--- src/rtl/mini_pkg.sv ---
// mini_pkg: shared types, constants and literal encoding for the Mini DPLL front end
package mini_pkg;
    localparam int DEF_MAX_CLAUSE_LEN = 16;
    localparam int LEN_W = $clog2(DEF_MAX_CLAUSE_LEN + 1);

    typedef enum logic [2:0] {
        ERR_NONE  = 3'd0,
        ERR_VAR   = 3'd1,
        ERR_LONG  = 3'd2,
        ERR_LITS  = 3'd3,
        ERR_CLS   = 3'd4,
        ERR_EMPTY = 3'd5,
        ERR_FMT   = 3'd6
    } loader_err_t;

    typedef enum logic [2:0] {L_IDLE, L_RECV, L_COMMIT, L_DONE, L_ERROR} loader_state_t;

    function automatic logic [31:0] lit_abs(input logic signed [31:0] lit);
        return lit[31] ? -lit : lit;
    endfunction

    function automatic logic [31:0] lit_encode(input logic signed [31:0] lit);
        logic [31:0] v;
        v = lit_abs(lit);
        return {v[30:0], lit[31]};
    endfunction
endpackage

--- src/rtl/mini_lit_dedup.sv ---
// mini_lit_dedup: clause-local CAM of encoded literals reporting same and complementary hits
module mini_lit_dedup #(
    parameter int DEPTH = 16,
    parameter int CNT_W = 5
) (
    input  logic             clk,
    input  logic             rst_n,
    input  logic             wr_en,
    input  logic [CNT_W-1:0] cnt,
    input  logic [31:0]      wr_data,
    input  logic [31:0]      probe,
    output logic             hit_same,
    output logic             hit_comp
);
    logic [31:0] buffer [DEPTH];

    always_ff @(posedge clk or negedge rst_n) begin
        if (!rst_n) begin
            for (int i = 0; i < DEPTH; i++) buffer[i] <= '0;
        end else begin
            for (int i = 0; i < DEPTH; i++) if (wr_en && cnt == CNT_W'(i)) buffer[i] <= wr_data;
        end
    end

    // only the first cnt entries belong to the clause being received
    always_comb begin
        hit_same = 1'b0;
        hit_comp = 1'b0;
        for (int i = 0; i < DEPTH; i++) begin
            hit_same = hit_same | (CNT_W'(i) < cnt && buffer[i] == probe);
            hit_comp = hit_comp | (CNT_W'(i) < cnt && buffer[i] == (probe ^ 32'd1));
        end
    end
endmodule

--- src/rtl/mini_clause_loader.sv ---
// mini_clause_loader: DIMACS literal stream to literal memory and clause table.
// Define MINI_LOADER_DEDUP_EN to drop duplicate literals and tautological clauses.
module mini_clause_loader
    import mini_pkg::*;
#(
    parameter int MAX_VARS       = 256,
    parameter int MAX_CLAUSES    = 256,
    parameter int MAX_LITS       = 2048,
    parameter int MAX_CLAUSE_LEN = 16,
    parameter int PTR_W          = 16
) (
    input  logic                                clk,
    input  logic                                rst_n,
    input  logic                                start,
    input  logic                                lit_valid,
    output logic                                lit_ready,
    input  logic [31:0]                         lit_data,
    input  logic                                lit_last,
    output logic                                lit_wr_en,
    output logic [PTR_W-1:0]                    lit_wr_addr,
    output logic [31:0]                         lit_wr_data,
    output logic                                cls_wr_en,
    output logic [$clog2(MAX_CLAUSES)-1:0]      cls_wr_idx,
    output logic [PTR_W-1:0]                    cls_wr_start,
    output logic [$clog2(MAX_CLAUSE_LEN+1)-1:0] cls_wr_len,
    output logic                                done,
    output logic                                error,
    output logic [2:0]                          err_code,
    output logic [PTR_W-1:0]                    num_clauses,
    output logic [PTR_W-1:0]                    num_lits,
    output logic [31:0]                         max_var
);
    localparam int IDX_W  = $clog2(MAX_CLAUSES);
    localparam int CLEN_W = $clog2(MAX_CLAUSE_LEN + 1);

    loader_state_t state, state_nxt;
    loader_err_t   beat_err;
    logic [CLEN_W-1:0] cur_len;
    logic [PTR_W-1:0]  clause_base;
    logic [31:0]       lit_var, lit_enc;
    logic last_pend, taut, accept, is_zero, hit_same, hit_comp;

    // start takes priority so a beat offered alongside it is never half-consumed
    assign lit_ready = state == L_RECV && !start;
    assign accept    = lit_valid && lit_ready;
    assign is_zero   = lit_data == 32'd0;
    assign lit_var   = lit_abs(lit_data);
    assign lit_enc   = lit_encode(lit_data);

`ifdef MINI_LOADER_DEDUP_EN
    mini_lit_dedup #(.DEPTH(MAX_CLAUSE_LEN), .CNT_W(CLEN_W)) u_dedup (
        .clk(clk),
        .rst_n(rst_n),
        .wr_en(accept && beat_err == ERR_NONE && !is_zero && !hit_same),
        .cnt(cur_len),
        .wr_data(lit_enc),
        .probe(lit_enc),
        .hit_same(hit_same),
        .hit_comp(hit_comp)
    );
`else
    assign hit_same = 1'b0;
    assign hit_comp = 1'b0;
`endif

    // a duplicate needs no storage, so it bypasses the capacity checks
    always_comb
        beat_err = (lit_last && !is_zero) ? ERR_FMT :
                   is_zero ? (cur_len == '0 ? ERR_EMPTY :
                              num_clauses == PTR_W'(MAX_CLAUSES) ? ERR_CLS : ERR_NONE) :
                   lit_var >= 32'(MAX_VARS) ? ERR_VAR :
                   hit_same ? ERR_NONE :
                   cur_len == CLEN_W'(MAX_CLAUSE_LEN) ? ERR_LONG :
                   num_lits == PTR_W'(MAX_LITS) ? ERR_LITS : ERR_NONE;

    always_ff @(posedge clk or negedge rst_n)
        if (!rst_n) state <= L_IDLE;
        else state <= state_nxt;

    always_comb begin
        state_nxt = state;
        case (state)
            L_RECV:   state_nxt = !accept ? L_RECV : beat_err != ERR_NONE ? L_ERROR : is_zero ? L_COMMIT : L_RECV;
            L_COMMIT: state_nxt = last_pend ? L_DONE : L_RECV;
            default:  state_nxt = state;
        endcase
        if (start) state_nxt = L_RECV;
    end

    always_ff @(posedge clk or negedge rst_n) begin
        if (!rst_n) begin
            lit_wr_en    <= 1'b0;
            lit_wr_addr  <= '0;
            lit_wr_data  <= '0;
            cls_wr_en    <= 1'b0;
            cls_wr_idx   <= '0;
            cls_wr_start <= '0;
            cls_wr_len   <= '0;
            done         <= 1'b0;
            error        <= 1'b0;
            err_code     <= 3'd0;
            num_clauses  <= '0;
            num_lits     <= '0;
            max_var      <= '0;
            cur_len      <= '0;
            clause_base  <= '0;
            last_pend    <= 1'b0;
            taut         <= 1'b0;
        end else begin
            lit_wr_en <= 1'b0;
            cls_wr_en <= 1'b0;
            if (start) begin
                done        <= 1'b0;
                error       <= 1'b0;
                err_code    <= 3'd0;
                num_clauses <= '0;
                num_lits    <= '0;
                max_var     <= '0;
                cur_len     <= '0;
                clause_base <= '0;
                last_pend   <= 1'b0;
                taut        <= 1'b0;
            end else if (accept && beat_err != ERR_NONE) begin
                error    <= 1'b1;
                err_code <= beat_err;
            end else if (accept && is_zero) begin
                cls_wr_en    <= !taut;
                cls_wr_idx   <= num_clauses[IDX_W-1:0];
                cls_wr_start <= clause_base;
                cls_wr_len   <= cur_len;
                num_clauses  <= num_clauses + PTR_W'(!taut);
                num_lits     <= taut ? clause_base : num_lits;
                clause_base  <= taut ? clause_base : num_lits;
                cur_len      <= '0;
                taut         <= 1'b0;
                last_pend    <= lit_last;
            end else if (accept && !hit_same) begin
                lit_wr_en   <= 1'b1;
                lit_wr_addr <= num_lits;
                lit_wr_data <= lit_enc;
                num_lits    <= num_lits + PTR_W'(1);
                cur_len     <= cur_len + CLEN_W'(1);
                max_var     <= lit_var > max_var ? lit_var : max_var;
                taut        <= taut | hit_comp;
            end else if (state == L_COMMIT && last_pend) begin
                done <= 1'b1;
            end
        end
    end
endmodule

--- config.mk ---
export PLATFORM = sky130hd
export DESIGN_NAME = mini_clause_loader
export DESIGN_NICKNAME = d
export VERILOG_FILES = /design/src/rtl/mini_pkg.sv /design/src/rtl/mini_lit_dedup.sv /design/src/rtl/mini_clause_loader.sv
export SDC_FILE = /design/constraint.sdc
export NUM_CORES = 1
export LEC_CHECK = 0
export BUFFER_PORTS_ARGS = -buffer_cell sky130_fd_sc_hd__buf_2
export CORE_MARGIN = 2
export CORE_UTILIZATION = 40
export DETAILED_ROUTE_END_ITERATION = 10
export GPL_TIMING_DRIVEN = 0
export HOLD_SLACK_MARGIN = 0.12
export PLACE_DENSITY_LB_ADDON = 0.08
export SLEW_MARGIN = 20
export SYNTH_ARGS = -nofsm -noshare
export SYNTH_HDL_FRONTEND = slang
export SYNTH_SLANG_ARGS = --single-unit
--- constraint.sdc ---
create_clock -name clk -period 4.6 [get_ports clk]
set_clock_uncertainty 0.15 [all_clocks]
set_input_delay 0.92 -clock clk [delete_from_list [all_inputs] [get_ports clk]]
set_output_delay 0.92 -clock clk [all_outputs]
set_load 0.01 [all_outputs]
==> summary.txt, run 1 <==
Run status
  • Status: complete, no violations

Clock network
  • Clk pin slew, worst setup/hold paths: 0.07 ns
  • Root Buffer: clkbuf_16
  • Clock Latency Late Sink: around 0.43 ns
  • CTS Buf Count: 17
  • CTS max path bufs: 2
  • CTS Hold Bufs: 0
  • TritonCTS clock tree: done
  • H-tree depth: 4
  • CTS Sinks: roughly 170

Global routing
  • Vias in the first global route: approximately 7,700
  • Largest net degree at the start of global routing: between 70 and 80
  • First-pass GRT wire length: around 42,000 um
  • GR Overflow Total: 0
  • Initial antenna violation count: 0
  • Total GRT Usage: 0.2233

STA
  • Worst slew margin: 0.5890
  • Tmin final: between 4 and 5 ns
  • Final setup viols: 0
  • FMAX: 0.2253 GHz
  • Worst hold margin: between 0.15 and 0.2 ns
  • Worst-margin pin slew: slightly above 0.6 ns
  • Final Max Slew Viols: 0
  • Final period util: 0.9651
  • Final WS setup: about 0.16 ns
  • Final Hold Viols: 0

Placed design
  • Pre-CTS setup slack: -1.167 ns
  • GP Congestion: approximately 0.86
  • I/O Buffers: approximately 170
  • Placed inst area: a little over 10,000 um2
  • Placed insts: between 1,000 and 1,500
  • Post-DP HPWL: roughly 19,000 um

Floorplan
  • Die height: approximately 150 um
  • IO Pins: between 150 and 200
  • Std-Cell Core Area: between 20,000 and 25,000 um2
  • Initial Utilization: 0.4107
  • Die width: roughly 150 um
  • Std-Cell Rows: 54
  • Die area: 23,760 um2

Detailed routing
  • Pre-Repair DR Iteration Count: 5
  • WL final: 25,720 um
  • DR vias: 7,835
  • Via-per-instance ratio: 5.223
  • Post-route DRC: 0
  • DR WL/cell: between 15 and 20 um
  • Starting DRT DRC Count: roughly 500
  • Post-route ant nets: 0

Final layout
  • Synth-to-Final Area Change: 24.06%
  • Diodes inserted: 0
  • Layout Cells excl Fill: 1,500
  • Commonest non-fill, non-tap cell in the layout: nand2_1
  • Most frequent cells in the layout: nand2_1 (214), dfrtp_1 (173), buf_2 (173)
  • Nets: approximately 1,300
  • Final std cell area, no fill: between 10,000 and 15,000 um2
  • Fraction of layout cells with a size suffix above 1: 0.2164

Synthesis
  • Post-synth EDFFs: 0
  • Post-synthesis cell area: about 9000 um2
  • Yosys warnings: 0
  • Mean post-synth cell area: 8.981 um2
  • Cells after Synth: ~1,000
  • Synth Net Count: about 1,100
  • Sequential area share after synthesis: 0.4801
  • Fraction of registers with async set/reset: 1.000
  • Synth unique cells: 65
  • Post-synth top flop: dfrtp_1
  • Number of synthesized register bits: 173

Worst setup path
  • Critical-path cell list: buf_2 -> or4_1 -> o31ai_2 -> xnor2_1 -> ha_1 -> nand3_1 -> nor3_4 -> nand3_1 -> or4_4 -> a311oi_2 -> o21ai_1 -> a21oi_4 -> o22a_4 -> buf_6 -> o22ai_1
  • RR Startpoint: state[1]$_DFFE_PN0P_
  • CP arrival: 4.60 ns
  • Worst EP required: 4.76 ns
  • Critical-path maximum fanout: 10
  • CP most frequent cell: nand3_1
  • Slowest cell delay on critical path: between 0.6 and 0.7 ns
  • Crit. Startpoint: lit_data[1]
  • Setup CP Type: input pin to flip-flop
  • Setup crit start kind: input pin
  • CP max stage cell: or4_1
  • Worst Setup End Kind: flip-flop

Power and ir drop
  • Overall power: 3341 uW
  • Max IR drop VDD: 0.2199 mV
  • Total power per unit cell area: 298.6 nW/um2
  • Pleak: roughly 0.0056 uW

Run
  • Max_cap viols: 0

Worst hold path
  • Class of the most critical hold timing path: input pin to async pin
[logic make-up (layout without fill, tap and decap cells)]
kind of cell	after synthesis	in the layout	synth area share
AND/OR/NAND/NOR	475	475	0.2529
flip-flops	173	173	0.4801
AO/OA/AOI/OAI	162	162	0.1128
buffers and inverters	102	318	0.04593
adder cells (fa/ha/maj)	40	40	0.05522
XOR/XNOR	40	40	0.03885
multiplexers	12	12	0.01415
[cell usage after synthesis (17+ instances only)]
cell      number  area (um2)
nand2_1      215       807.0
dfrtp_1      173        4329
o21ai_0       81       405.4
nor2_1        79       296.5
inv_1         49       183.9
clkbuf_1      42       157.7
ha_1          39       488.0
nand3_1       36       180.2
xnor2_1       31       271.5
and2_1        25       156.4
nor3_1        23       115.1
and3_1        17       106.4
[metal layers]
layer,up-vias,routed length (um),GRT usage
met2,216,11940,0.3555
met1,3740,12190,0.3169
met3,30,1142,0.03608
met4,0,448,0.06097
met5,-,0,0
li1,3849,-,-
[cell type report]
class | count | area, um2
fillers | 2167 | 10770
multi-input cells | 729 | 4422
flip-flops and latches | 173 | 4329
repair buffers | 184 | 996.0
clock buffers | 18 | 429.2
well taps | 280 | 350.3
plain buffers | 52 | 297.8
inverters | 50 | 187.7
clock inverters | 14 | 175.2
[sequential cells by signal (all words and copies together) (netlist names), 3 cells and up]
signal and cells:
clause_base 16, cls_wr_len 5, cls_wr_idx 8, lit_wr_addr 16, err_code 3, max_var 32
cls_wr_start 16, lit_wr_data 32, num_lits 16, num_clauses 16, state 3, cur_len 5
[path summary, 6_finish.rpt]
path | endpoint | slack [ns] | cells after the start
max in group asynchronous | max_var[30]$_DFFE_PN0P_ | 3.09 | 3
min in group clk | cls_wr_len[2]$_DFFE_PN0P_ | 0.31 | 2
setup reg to reg | num_lits[8]$_DFFE_PN0P_ | 1.20 | 8
hold / removal | cls_wr_en$_DFF_PN0_ | 0.19 | 1
setup / recovery | max_var[0]$_DFFE_PN0P_ | 0.16 | 15
hold reg to reg | cls_wr_len[2]$_DFFE_PN0P_ | 0.31 | 2
[worst max-delay path: cells and delay by family]
family	cells	cell delay, ns
buffers and inverters	2	0.30
AO/OA/AOI/OAI	6	1.21
XOR/XNOR	1	0.15
AND/OR/NAND/NOR	5	1.69
adder cells (fa/ha/maj)	1	0.32
[stage by stage]
stage	utilization	setup TNS (ns)
2_1_floorplan	-	0
3_3_place_gp	0.4704	-118.00
3_5_place_dp	0.4734	-41.78
4_1_cts	0.5052	0
5_1_grt	0.5095	-0.002466
6_report	0.5095	0
[where the power goes]
group	total (uW)	leakage, uW	switching [uW]	internal, uW
clock network	1500	0.000288	677	825
registers	1530	0.00241	3.67	1520
logic	311	0.00291	196	115
[repair_timing]
item / in CTS / in global routing
pin swaps: 3 / 3
buffers inserted: 3 / 5
setup endpoints to repair: 32 / 42
gates resized for setup: 12 / 15
No activity file was read; power rests on OpenSTA's default activity.
==> run 2: changes to the inputs <==
CELL_PAD_IN_SITES_DETAIL_PLACEMENT = 1   (was unset)
CELL_PAD_IN_SITES_GLOBAL_PLACEMENT = 1   (was unset)
SLEW_MARGIN = 10   (was 20)
TNS_END_PERCENT = 100   (was unset)
==> run 2 against run 1 <==
Effect of this change:
- sequential cell count did not move
- maximum frequency rose by 0.14%
- die area did not move
- cell count rose by 0.20%
- total power fell by 1.8%
==> summary.txt, run 2 (synthesis gave the netlist of run 1 again) <==
Final layout
  • Fraction of layout cells with a size suffix above 1: 0.2250
  • Final std cell area, no fill: between 10,000 and 15,000 um2
  • Synth-to-Final Area Change: 24.48%
  • Most frequent cells in the layout: nand2_1 (213), dfrtp_1 (173), buf_2 (173)
  • Nets: about 1,300
  • Commonest non-fill, non-tap cell in the layout: nand2_1
  • Top flop regs: lit_wr_data (32), max_var (32)
  • Fill count: 2,652

Worst setup path
  • Slowest cell delay on critical path: 0.57 ns
  • Stages on the worst setup path: 18
  • CP arrival: roughly 4.6 ns
  • Buffers & Inverters on Critical Path: 6
  • R2r setup slk: 1.24 ns
  • Critical-path cell list: clkbuf_4 -> clkbuf_8 -> buf_6 -> clkbuf_8 -> clkbuf_8 -> nand2_1 -> xnor2_1 -> ha_1 -> nand2_1 -> nor3_2 -> nand3_2 -> or4_4 -> a311oi_2 -> o21ai_2 -> a21oi_4 -> o22a_4 -> buf_6 -> o21ai_0
  • Worst EP required: approximately 4.8 ns
  • RR Startpoint: num_lits[0]$_DFFE_PN0P_
  • Worst Setup End Kind: flip-flop
  • CP max stage cell: or4_4
  • Setup CP Type: input pin to flip-flop
  • Setup crit start kind: input pin
  • Reg2reg path depth: 11
  • Reg2Reg Capture Point: num_lits[8]$_DFFE_PN0P_
  • Critical-path maximum fanout: 10
  • CP most frequent cell: clkbuf_8
  • Crit path max-delay family: simple AND/OR/NAND/NOR gates

Worst hold path
  • Class of the most critical hold timing path: flip-flop to flip-flop
  • Worst hold endpoint: cls_wr_start[8]$_DFFE_PN0P_
  • Min-delay src: cls_wr_start[8]$_DFFE_PN0P_
  • Worst Hold Depth: 2

STA
  • Final period util: 0.9637
  • Final Hold Viols: 0
  • Worst slew margin: 0.5054
  • Final setup viols: 0
  • Final Max Slew Viols: 0
  • Tmin final: 4.433 ns
  • Final WS setup: roughly 0.17 ns
  • FMAX: about 0.23 GHz
  • Worst-margin pin slew: 0.7375 ns
  • Worst hold margin: ~0.32 ns
  • Setup TNS: 0 ns

Floorplan
  • Initial Utilization: 0.4107
  • Std-Cell Rows: 54
  • Die width: about 150 um
  • Std-Cell Core Area: ~22,000 um2
  • Die area: between 20,000 and 25,000 um2
  • Die height: roughly 150 um
  • IO Pins: ~190

Detailed routing
  • WL final: roughly 28,000 um
  • Starting DRT DRC Count: between 300 and 400
  • Post-route DRC: 0
  • Pre-Repair DR Iteration Count: 5
  • DR vias: approximately 8,100
  • DR WL/cell: 18.84 um
  • Via-per-instance ratio: around 5.4
  • Post-route ant nets: 0

Placed design
  • Post-DP HPWL: about 21,000 um
  • I/O Buffers: approximately 170
  • Placed inst area: 10,400 um2
  • Pre-CTS setup slack: -1.367 ns
  • GP Congestion: 0.8317

Clock network
  • Clock Latency Late Sink: roughly 0.43 ns
  • H-tree depth: 4
  • TritonCTS clock tree: done
  • CTS Sinks: roughly 170
  • Clk pin slew, worst setup/hold paths: around 0.080 ns
  • Root Buffer: clkbuf_16
  • CTS Buf Count: 17
  • CTS max path bufs: 2

Power and ir drop
  • Pleak: around 0.0056 uW
  • Overall power: around 3300 uW
  • Switch Pwr: roughly 900 uW
  • Max IR drop VDD: ~0.25 mV
  • Seq pwr share: 0.466
  • Logic gate share of total power: 0.098
  • Total power per unit cell area: 292.3 nW/um2
  • Cell internal power dissipation: ~2400 uW
  • Clock Power Share: 0.436
  • Switching share of power: 0.2748

Run
  • Max_cap viols: 0

Global routing
  • Most Crowded Layer GR: met2
  • Met1 Usage GRT: 0.3190
  • M3 GR Usage: 0.03777
  • First-pass GRT wire length: between 40,000 and 50,000 um
  • Vias in the first global route: between 8,000 and 9,000
  • Largest net degree at the start of global routing: 103
  • Met2 usage: 0.4258
  • Total GRT Usage: 0.2437
  • Initial antenna violation count: 0
  • GR Overflow Total: 0

Run status
  • Status: complete, no violations
[run 2: cell types whose count changed in the layout (fill, tap and decap cells not counted), moves of 2 or more]
cell	before	now
clkbuf_2	0	2
bufinv_16	2	0
clkinvlp_4	3	1
clkinv_4	0	5
xnor2_2	0	2
xnor2_1	31	29
clkbuf_1	35	32
[run 2: worst max path at each step]
stage          slack [ns]    startpoint                     end
3_5_place_dp        -1.37   lit_data[6]  max_var[4]$_DFFE_PN0P_
6_report             0.17  lit_data[31]  max_var[5]$_DFFE_PN0P_
4_1_cts             0.008   lit_data[0]  max_var[0]$_DFFE_PN0P_
3_3_place_gp        -1.29  lit_data[31]  max_var[4]$_DFFE_PN0P_
2_1_floorplan       0.005  lit_data[21]  max_var[0]$_DFFE_PN0P_
5_1_grt             -0.05  lit_data[31]  max_var[4]$_DFFE_PN0P_
[run 2: worst register-to-register path: stages, from the launching register on]
cell     delay [ns]
dfrtp_1        0.49
inv_1          0.11
ha_1           0.20
nor4b_1        0.14
nand4_1        0.19
nand2_1        0.14
nor4_1         0.49
and4_1         0.26
nand4_1        0.28
or2_1          0.36
or3_1          0.31
a21oi_1        0.15
[run 2: metal layers]
metal,vias up,wire (um)
met4,0,400
met5,-,0
li1,3852,-
met1,4012,12660
met3,20,1172
met2,179,14070
[run 2: layout make-up]
cell class              count  area, um2  share of cell area
inverters                  50      187.7             0.01672
multi-input cells         729       4458              0.3972
plain buffers              52      300.3             0.02675
clock inverters            14      143.9             0.01282
flip-flops and latches    173       4329              0.3857
well taps                 280      350.3             0.03121
repair buffers            186       1013             0.09029
clock buffers              18      439.2             0.03913
diodes                      1      2.502           0.0002229
[run 2: through the flow]
stage / utilization / cells
after CTS: 0.5063 / 1498
after global routing: 0.5111 / 1502
final: 0.5112 / 1503
after floorplan: - / 1004
after global placement: 0.4704 / 1458
after detailed placement: 0.4734 / 1460
[run 2: timing repair]
| item | in CTS | in global routing |
|---|---|---|
| setup endpoints to repair | 32 | 42 |
| resized for setup | 18 | 20 |
| pin swaps | 3 | 4 |
| hold buffers | 1 | 0 |
| setup buffers | 5 | 4 |
| hold endpoints to repair | 1 | 0 |
[run 2: power by group through the flow]
stage	clock network (uW)	logic [uW]	registers, uW
after floorplan	0	172	1560
after global placement	0	290	1560
after detailed placement	0	303	1560
after CTS	1460	316	1530
after global routing	1520	363	1530
final	1430	322	1530
==> run 3: changes to the inputs <==
RECOVER_POWER = 100   (was unset)
==> run 3 against run 2 <==
Effect of this change:
- the flow now finishes with violations (capacitance limit, slew limit)
- register-to-register slack improved by 0.03 ns
- combinational power down 2%
- first-iteration DRC count down 14%
- worst setup slack worse by 0.0059 ns
- die area unchanged
- total power decreased by 0.15%
- count of clock-buffer cells in the layout is the same
- via count hardly changed
==> summary.txt, run 3 (synthesis gave the netlist of run 1 again) <==
Run status
  • Status: finished, violations left
  • Failing checks: capacitance limit, slew limit

Final layout
  • Fill count: between 2,000 and 3,000
  • Synth-to-Final Area Change: 21.69%
  • Top flop regs: lit_wr_data (32), max_var (32)
  • Layout Cells excl Fill: roughly 1,500
  • Commonest non-fill, non-tap cell in the layout: nand2_1
  • Nets: 1,285
  • Most frequent cells in the layout: nand2_1 (213), clkbuf_1 (186), dfrtp_1 (173)
  • Final std cell area, no fill: around 11,000 um2
  • Util after Layout: 0.4997
  • Fraction of layout cells with a size suffix above 1: 0.09738
  • Diodes inserted: 0

Global routing
  • M3 GR Usage: 0.03777
  • First-pass GRT wire length: 45,930 um
  • Met2 usage: 0.4258
  • Vias in the first global route: between 8,000 and 9,000
  • Met1 Usage GRT: 0.3190
  • Most Crowded Layer GR: met2
  • Largest net degree at the start of global routing: ~100
  • GR Overflow Total: 0
  • Total GRT Usage: 0.2437
  • Initial antenna violation count: 0

Worst setup path
  • Reg2reg path depth: 11
  • R2r setup slk: between 1 and 1.5 ns
  • Setup CP Type: input pin to flip-flop
  • CP max stage cell: or4_4
  • Slowest cell delay on critical path: between 0.5 and 0.6 ns
  • Reg2Reg Capture Point: num_lits[8]$_DFFE_PN0P_
  • Critical-path maximum fanout: 10
  • Worst Setup End Kind: flip-flop
  • Worst EP required: between 4 and 5 ns
  • CP most frequent cell: clkbuf_8
  • CP arrival: approximately 4.6 ns
  • Critical-path cell list: clkbuf_4 -> clkbuf_8 -> buf_6 -> clkbuf_8 -> clkbuf_8 -> nand2_1 -> xnor2_1 -> ha_1 -> nand2_1 -> nor3_2 -> nand3_2 -> or4_4 -> a311oi_2 -> o21ai_2 -> a21oi_4 -> o22a_4 -> buf_6 -> o21ai_0
  • RR Startpoint: num_lits[0]$_DFFE_PN0P_
  • Setup crit start kind: input pin

Placed design
  • Placed insts: between 1,000 and 1,500
  • Pre-CTS setup slack: -1.367 ns
  • Placed inst area: 10,400 um2
  • Post-DP HPWL: approximately 21,000 um
  • GP Congestion: slightly above 0.8
  • I/O Buffers: between 150 and 200

Detailed routing
  • Post-route ant nets: 0
  • Pre-Repair DR Iteration Count: 5
  • Via-per-instance ratio: between 5 and 6
  • DR vias: around 8,000
  • Starting DRT DRC Count: about 330
  • DR WL/cell: approximately 19 um
  • Post-route DRC: 0
  • WL final: between 20,000 and 30,000 um

Clock network
  • H-tree depth: 4
  • Clock Latency Late Sink: 0.43 ns
  • Clk pin slew, worst setup/hold paths: approximately 0.080 ns
  • CTS Buf Count: 17
  • CTS Sinks: between 150 and 200
  • CTS max path bufs: 2
  • TritonCTS clock tree: done
  • Root Buffer: clkbuf_16

Power and ir drop
  • Pleak: approximately 0.0049 uW
  • Switch Pwr: approximately 900 uW
  • Switching share of power: 0.2750
  • Logic gate share of total power: 0.097
  • Seq pwr share: 0.467
  • Max IR drop VDD: between 0.2 and 0.3 mV
  • Clock Power Share: 0.437
  • Total power per unit cell area: ~300 nW/um2
  • Cell internal power dissipation: 2375 uW

STA
  • Final Max Slew Viols: just over 100
  • Final Hold Viols: 0
  • FMAX: roughly 0.23 GHz
  • Worst hold margin: 0.3210 ns
  • Final setup viols: 0
  • Worst slew margin: -0.7782
  • Final WS setup: roughly 0.16 ns
  • Final period util: 0.9650
  • Tmin final: 4.439 ns
  • Worst-margin pin slew: around 2.7 ns

Worst hold path
  • Worst Hold Depth: 2
  • Class of the most critical hold timing path: flip-flop to flip-flop
  • Worst hold endpoint: cls_wr_start[8]$_DFFE_PN0P_
  • Min-delay src: cls_wr_start[8]$_DFFE_PN0P_

Floorplan
  • Die area: between 20,000 and 25,000 um2
  • Std-Cell Rows: 54
  • IO Pins: roughly 190
  • Die height: 154.1 um
  • Die width: 154.1 um
  • Initial Utilization: 0.4107
  • Std-Cell Core Area: 21,960 um2

Run
  • Max_cap viols: 1
-- run 3: cell count changes in the layout (fill, tap and decap cells not counted), moves of 2 or more --
cell / delta
nor4_1: +2
buf_2: -149
buf_1: -3
nor4_2: -2
and2_1: -19
clkbuf_1: +154
and2_0: +19
-- run 3: cell type report --
class / instances / area (um2) / area share
multi-input cells: 729 / 4437 / 0.4043
flip-flops and latches: 173 / 4329 / 0.3945
repair buffers: 186 / 793.3 / 0.07229
clock buffers: 18 / 439.2 / 0.04002
well taps: 280 / 350.3 / 0.03193
plain buffers: 52 / 292.8 / 0.02668
inverters: 50 / 187.7 / 0.01710
clock inverters: 14 / 143.9 / 0.01311
-- run 3: power groups by stage --
stage	combinational, uW	sequential [uW]	clock [uW]
after detailed placement	303	1560	0
final	317	1530	1430
after global placement	290	1560	0
after global routing	358	1530	1520
after floorplan	172	1560	0
after CTS	316	1530	1460
-- run 3: worst max path at each step --
stage / start / to
5_1_grt: lit_data[31] / max_var[4]$_DFFE_PN0P_
4_1_cts: lit_data[0] / max_var[0]$_DFFE_PN0P_
3_5_place_dp: lit_data[6] / max_var[4]$_DFFE_PN0P_
3_3_place_gp: lit_data[31] / max_var[4]$_DFFE_PN0P_
2_1_floorplan: lit_data[21] / max_var[0]$_DFFE_PN0P_
6_report: lit_data[31] / max_var[5]$_DFFE_PN0P_
-- run 3: layer usage --
| metal | routed length (um) | up-vias |
|---|---|---|
| met3 | 1194 | 27 |
| met5 | 0 | - |
| li1 | - | 3853 |
| met1 | 12560 | 3992 |
| met2 | 14170 | 183 |
| met4 | 483 | 0 |
-- run 3: what timing repair did --
item,4_1_cts,5_1_grt
gates resized for setup,18,20
setup buffers,5,4
hold buffers,1,0
pin swaps,3,4
hold endpoints to repair,1,0
endpoints found under the setup margin,32,42
-- run 3: through the flow --
step | total power, uW | TNS (ns)
3_3_place_gp | 1849 | -119.32
5_1_grt | 3402 | -0.3232
6_report | 3276 | 0
2_1_floorplan | 1732 | 0
4_1_cts | 3305 | 0
3_5_place_dp | 1861 | -46.98
-- run 3: critical path, delay by kind of cell --
family,cells,cell delay [ns]
XOR/XNOR,1,0.15
adder cells (fa/ha/maj),1,0.31
AO/OA/AOI/OAI,5,0.90
buffers and inverters,6,1.12
AND/OR/NAND/NOR,5,1.17
